==> config.mk <==
export PLATFORM = sky130hd
export DESIGN_NAME = mastermind_scorer
export DESIGN_NICKNAME = d
export VERILOG_FILES = /design/src/rtl/mastermind_scorer.sv
export SDC_FILE = /design/constraint.sdc
export NUM_CORES = 1
export LEC_CHECK = 0
export CORE_MARGIN = 10
export CORE_UTILIZATION = 40
export DETAILED_ROUTE_END_ITERATION = 10
export GPL_ROUTABILITY_DRIVEN = 1
export HOLD_SLACK_MARGIN = 0.15
export PLACE_DENSITY = 0.71
export SLEW_MARGIN = 10
export SYNTH_ARGS = -nofsm -noshare
export SYNTH_HDL_FRONTEND = slang
export SYNTH_SLANG_ARGS = --single-unit
==> constraint.sdc <==
create_clock -name clk -period 5.6 [get_ports clk]
set_clock_uncertainty 0.05 [all_clocks]
set_input_delay 0.84 -clock clk [delete_from_list [all_inputs] [get_ports clk]]
set_output_delay 0.84 -clock clk [all_outputs]
set_load 0.1 [all_outputs]
==> src/rtl/mastermind_scorer.sv <==
// -----------------------------------------------------------------------------
// mastermind_scorer
//
// Scoring datapath for Mastermind. Holds the 4-peg secret code and the
// current 4-peg guess. It scores the guess one position per compare step and
// publishes black/white peg counts and win/lose status.
//
// Ports:
//   clk                 system clock, rising edge
//   reset               synchronous, active-high reset
//   color_in            peg colour from the switches
//   load_code_1..4      write color_in into code slot 0..3
//   load_guess_1..4     write color_in into guess slot 0..3
//   compare             scoring step enable
//   compare_i           position scored this step
//   reach_result_3      marks the final scoring step
//   black / white       exact / colour-only matches of the last completed guess
//   result_valid        one-cycle pulse after black/white update
//   win                 sticky, set when a completed guess scores black==4
//   lose                sticky, set when the guess limit runs out
//
// Optional feature (macro SCORER_GUESS_LIMIT_EN):
//   defined   -> a 4-bit guess counter sets lose when MAX_GUESSES is reached
//                without a win.
//   undefined -> no counter, lose is tied to 0, guesses are unlimited.
// -----------------------------------------------------------------------------
module mastermind_scorer #(
  parameter int COLOR_W     = 3,
  parameter int MAX_GUESSES = 10
) (
  input  logic               clk,
  input  logic               reset,
  input  logic [COLOR_W-1:0] color_in,
  input  logic               load_code_1,
  input  logic               load_code_2,
  input  logic               load_code_3,
  input  logic               load_code_4,
  input  logic               load_guess_1,
  input  logic               load_guess_2,
  input  logic               load_guess_3,
  input  logic               load_guess_4,
  input  logic               compare,
  input  logic [1:0]         compare_i,
  input  logic               reach_result_3,
  output logic [2:0]         black,
  output logic [2:0]         white,
  output logic               result_valid,
  output logic               win,
  output logic               lose
);

  typedef logic [COLOR_W-1:0] color_t;

  // The guess counter is 4 bits wide, so the limit must fit in it.
  if (MAX_GUESSES < 1 || MAX_GUESSES > 15) begin : g_bad_max_guesses
    $error("MAX_GUESSES must be in 1..15");
  end

  color_t     code_q  [4];
  color_t     code_d  [4];
  color_t     guess_q [4];
  color_t     guess_d [4];
  logic [2:0] acc_b_q, acc_b_d;
  logic [2:0] acc_w_q, acc_w_d;
  logic [3:0] used_q, used_d;
  logic [2:0] black_q, black_d;
  logic [2:0] white_q, white_d;
  logic       result_valid_q, result_valid_d;
  logic       win_q, win_d;

  logic [3:0] ex;
  logic [3:0] load_code_v, load_guess_v;
  logic       frozen;
  logic       step;
  logic       final_step;
  logic [2:0] acc_b_base, acc_w_base;
  logic [3:0] used_base;
  logic       white_found;
  logic [1:0] white_j;

  assign load_code_v  = {load_code_4, load_code_3, load_code_2, load_code_1};
  assign load_guess_v = {load_guess_4, load_guess_3, load_guess_2, load_guess_1};

  // Once the game is decided nothing moves until reset.
  assign frozen     = win_q | lose;
  assign step       = compare & ~frozen;
  assign final_step = step & reach_result_3;

  always_comb begin
    for (int j = 0; j < 4; j++) begin
      ex[j] = (code_q[j] == guess_q[j]);
    end
  end

  // Position 0 starts a fresh scoring pass, so it sees cleared accumulators.
  assign acc_b_base = (compare_i == 2'd0) ? 3'd0 : acc_b_q;
  assign acc_w_base = (compare_i == 2'd0) ? 3'd0 : acc_w_q;
  assign used_base  = (compare_i == 2'd0) ? 4'd0 : used_q;

  // Lowest code position that can still absorb a colour-only match for the
  // guess peg at compare_i. Exact-match positions are never borrowed.
  always_comb begin
    // NOTE: every combinational output gets a default first so no path
    // leaves it unassigned, which would infer a latch.
    white_found = 1'b0;
    white_j     = 2'd0;
    for (int j = 0; j < 4; j++) begin
      if (!white_found && (j != int'(compare_i)) &&
          (code_q[j] == guess_q[compare_i]) && !ex[j] && !used_base[j]) begin
        white_found = 1'b1;
        white_j     = 2'(j);
      end
    end
  end

  always_comb begin
    // NOTE: combinational next-state logic uses blocking assignments; the
    // registers below take these values with non-blocking assignments.
    code_d         = code_q;
    guess_d        = guess_q;
    acc_b_d        = acc_b_q;
    acc_w_d        = acc_w_q;
    used_d         = used_q;
    black_d        = black_q;
    white_d        = white_q;
    result_valid_d = 1'b0;
    win_d          = win_q;

    if (!frozen) begin
      for (int k = 0; k < 4; k++) begin
        if (load_code_v[k])  code_d[k]  = color_in;
        if (load_guess_v[k]) guess_d[k] = color_in;
      end
    end

    if (step) begin
      acc_b_d = acc_b_base;
      acc_w_d = acc_w_base;
      used_d  = used_base;
      if (ex[compare_i]) begin
        acc_b_d = acc_b_base + 3'd1;
      end else if (white_found) begin
        acc_w_d          = acc_w_base + 3'd1;
        used_d[white_j]  = 1'b1;
      end
    end

    // Final totals include this step's contribution.
    if (final_step) begin
      black_d        = acc_b_d;
      white_d        = acc_w_d;
      result_valid_d = 1'b1;
      if (acc_b_d == 3'd4) win_d = 1'b1;
    end
  end

  always_ff @(posedge clk) begin
    if (reset) begin
      // NOTE: the code/guess arrays are reset explicitly because their
      // reset value of zero is architecturally visible.
      for (int k = 0; k < 4; k++) begin
        code_q[k]  <= '0;
        guess_q[k] <= '0;
      end
      acc_b_q        <= 3'd0;
      acc_w_q        <= 3'd0;
      used_q         <= 4'd0;
      black_q        <= 3'd0;
      white_q        <= 3'd0;
      result_valid_q <= 1'b0;
      win_q          <= 1'b0;
    end else begin
      code_q         <= code_d;
      guess_q        <= guess_d;
      acc_b_q        <= acc_b_d;
      acc_w_q        <= acc_w_d;
      used_q         <= used_d;
      black_q        <= black_d;
      white_q        <= white_d;
      result_valid_q <= result_valid_d;
      win_q          <= win_d;
    end
  end

`ifdef SCORER_GUESS_LIMIT_EN
  logic [3:0] guess_cnt_q, guess_cnt_d;
  logic       lose_q, lose_d;

  // win has priority: lose only fires on a non-winning final step.
  always_comb begin
    guess_cnt_d = guess_cnt_q;
    lose_d      = lose_q;
    if (final_step) begin
      guess_cnt_d = guess_cnt_q + 4'd1;
      if ((guess_cnt_d == 4'(MAX_GUESSES)) && (acc_b_d != 3'd4)) lose_d = 1'b1;
    end
  end

  always_ff @(posedge clk) begin
    if (reset) begin
      guess_cnt_q <= 4'd0;
      lose_q      <= 1'b0;
    end else begin
      guess_cnt_q <= guess_cnt_d;
      lose_q      <= lose_d;
    end
  end

  assign lose = lose_q;
`else
  assign lose = 1'b0;
`endif

  assign black        = black_q;
  assign white        = white_q;
  assign result_valid = result_valid_q;
  assign win          = win_q;

endmodule
==> summary.md <==
| Metric | Value |
|---|---|
| Worst-Skew Late Latency | `about 0.3 ns` |
| Setup CP Type | `in -> reg` |
| Area growth, synth to finish | `15.2%` |
| CP Launch Type | `input pin` |
| RSZ-0062 raised after global routing | `no` |
| Ys flop type | `dfxtp_1` |
| Top cells by area, synth | `dfxtp_1 37%, mux2i_1 11%, xnor2_1 10%` |
| Mean Syn Cell Area | `9.16 µm²` |
| Power per cell area | `281 nW/µm²` |
| R2r setup slk | `3.34 ns` |
| Pleak | `0.00103 µW` |
| Hold Path Class | `reg -> reg` |
| Non-Filler Instances | `341` |
| Async SR Flop Fraction | `0%` |
| Final HPWL DP | `3890 µm` |
| Die area | `9120 µm²` |
| Fillcell total | `between 500 and 600` |
| Yosys top cell area share | `between 30% and 40%` |
| Register bit total from synthesis | `between 40 and 50` |
| Syn Nets | `268` |
| CTS resizes | `0` |
| Min Tclk post-route | `3.33 ns` |
| CTS Sinks | `42` |
| Cell Rows | `27` |
| Slew @ Worst Pin | `0.976 ns` |
| Worst hold start | `black[0]$_SDFFE_PP0P_` |
| # diodes | `0` |
| R2R depth | `7` |
| GP Congestion | `roughly 0.94` |
| Core Area | `roughly 5500 µm²` |
| Total Neg Setup Slack | `0 ns` |
| Mapped Cells | `249` |
| Post-CTS setup buffer count | `0` |
| Io pins | `26` |
| GRT overflow | `0` |
| Slowest-stage cell, CP | `clkdlybuf4s50_1` |
| Placed insts | `around 330` |
| RR Startpoint | `guess_q[6]$_SDFFE_PP0P_` |
| Hold Path Depth | `2` |
| Warnings, synthesis | `0` |
| Iteration-0 DRC Markers | `roughly 140` |
| Most common cell after layout, fill and taps aside | `nor2_1` |
| Critical path depth | `8` |
| Most frequent cells in the layout | `44 x nor2_1, 42 x dfxtp_1, 26 x xnor2_1` |
| Crit path buf inv count | `1` |
| Slew HR | `about a third` |
| H-tree depth | `2` |
| Vias in the first global route | `1803` |
| EDFF count, synth | `0` |
| CTS tree | `yes` |
| Clock Root Buffer | `clkbuf_8` |
| Vias per cell | `5.25` |
| CP Capture Type | `flip-flop` |
| Detail Route Antenna Nets | `0` |
| Nets | `287` |
| Largest net degree at the start of global routing | `43` |
| Die Wd | `~96 µm` |
| Hold Vio Cnt, Final | `0` |
| Port Buffers | `24` |
| Clock-pin slew on the worst setup and hold paths | `0.08 ns` |
| Max Root-Sink Buffers | `2` |
| WHS Endpoint | `black[0]$_SDFFE_PP0P_` |
| Drt pass-1 iters | `4` |
| Total of max-cap violations | `0` |
| Initial antenna violation count | `0` |
| Hold Buf Count CTS | `0` |
| Worst path max stage delay | `0.80 ns` |
| Post-synthesis sequential area ratio | `between 30% and 40%` |
| CP top delay family | `compound AO/OA/AOI/OAI gates` |
| Share of cells above drive strength 1 | `8.92%` |
| Area leader, netlist | `dfxtp_1` |
| Period utilisation layout | `59.4%` |
| Worst VDD drop | `between 0.15 and 0.2 mV` |
| Critical Path Fanout Max | `12` |
| CP Data Arrival Time | `roughly 3.5 ns` |
| GRT Total Usage | `11.7%` |
| Post-synthesis cell area | `2280 µm²` |
| Via count | `1791` |
| Outcome | `finished, final reports clean` |
| Wire per inst | `~15 µm` |
| Final setup vio count | `0` |
| CP Cell Sequence | `clkdlybuf4s50_1 -> mux4_2 -> xnor2_2 -> o21ai_1 -> a211oi_2 -> o21ai_2 -> a221o_1 -> a21oi_2` |
| R2R Path End | `win$_SDFFE_PP0P_` |
| Worst EP required | `5.79 ns` |
| Die height | `95.5 µm` |
| Starting Density | `41.4%` |
| Drt total wl | `around 5000 µm` |
| Final Slew Violations | `0` |
| Post-synth cell types | `between 50 and 60` |
| Peak Freq | `300 MHz` |
| First-pass GRT wire length | `8600 µm` |
| DRC | `0` |
| CTS buffer count | `5` |
## flip-flops by register name, summed over array words and instances, names as in the netlist
name          count
acc_w_q           3
result_valid      1
win               1
acc_b_q           3
code_q           12
used_q            4
guess_q          12
white             3
black             3
## how the worst max path moves through the flow
| stage | startpoint | to |
|---|---|---|
| 3_5_place_dp | compare_i[0] | white[1]$_SDFFE_PP0P_ |
| 5_1_grt | compare_i[0] | win$_SDFFE_PP0P_ |
| 6_report | compare_i[0] | white[1]$_SDFFE_PP0P_ |
| 4_1_cts | compare_i[0] | white[1]$_SDFFE_PP0P_ |
| 2_1_floorplan | compare_i[1] | win$_SDFFE_PP0P_ |
| 3_3_place_gp | compare_i[0] | white[1]$_SDFFE_PP0P_ |
## per-stage QoR
| stage | utilization (%) | setup slack (ns) | cell area [µm²] | hold slack [ns] | total power, µW |
|---|---|---|---|---|---|
| floorplan | - | 2.89 | 2280 | 0.380 | 495 |
| global placement | 46.0 | 2.07 | 2530 | 0.393 | 534 |
| detailed placement | 46.0 | 1.95 | 2530 | 0.397 | 539 |
| CTS | 47.7 | 2.26 | 2630 | 0.408 | 744 |
| global route | 47.7 | 2.02 | 2630 | 0.431 | 775 |
| finish | 47.7 | 2.27 | 2630 | 0.406 | 737 |
## where the power goes
| part | total [µW] | internal [µW] | switching (µW) |
|---|---|---|---|
| clock | 205 | 99.0 | 106 |
| sequential | 337 | 318 | 18.1 |
| combinational | 196 | 84.0 | 112 |
## worst min-delay path, stage by stage, from the launching register on
cell and delay [ns]:
dfxtp_1 0.31, nand2_1 0.05, a21oi_1 0.05
## routing by layer
metal	wire, µm	track usage [%]	up-vias
met3	351	3.30	7
li1	-	-	901
met5	0	0	-
met1	2240	13.5	840
met2	2430	20.3	43
met4	64	4.30	0
## cell usage after synthesis, types with 2 or more instances
master,number
dfxtp_1,42
and3_1,4
a311oi_1,2
a21oi_1,6
buf_6,2
and2_1,3
mux4_2,4
a32oi_1,2
nand4_1,3
buf_4,2
xnor2_1,26
ha_1,2
nor2_1,44
nor3_1,3
inv_1,3
o22ai_1,3
or2_1,2
a211oi_1,5
clkbuf_1,6
nand2_1,22
mux2i_1,25
nor2b_1,4
nand3_1,5
## cells by family after synthesis
family	after synthesis	share of synthesized area, %
DFF	42	36.9
and+or+nand+nor	96	19.0
adders and majority gates	2	1.10
AOI/OAI and AO/OA	32	10.5
xor gates and xnor gates	27	10.7
other	1	0.164
muxes	32	17.2
buffers and inverters	17	4.39
## layout make-up
cell class	instances	area (µm²)	area share, %
Multi-Input combinational cell	190	1340	51.0
Sequential cell	42	841	32.0
Timing Repair Buffer	25	248	9.42
Tap cell	72	90.1	3.43
Clock buffer	6	82.6	3.14
Inverter	4	15.0	0.571
Clock inverter	2	12.5	0.476
Power figures use the tool's default switching activity.
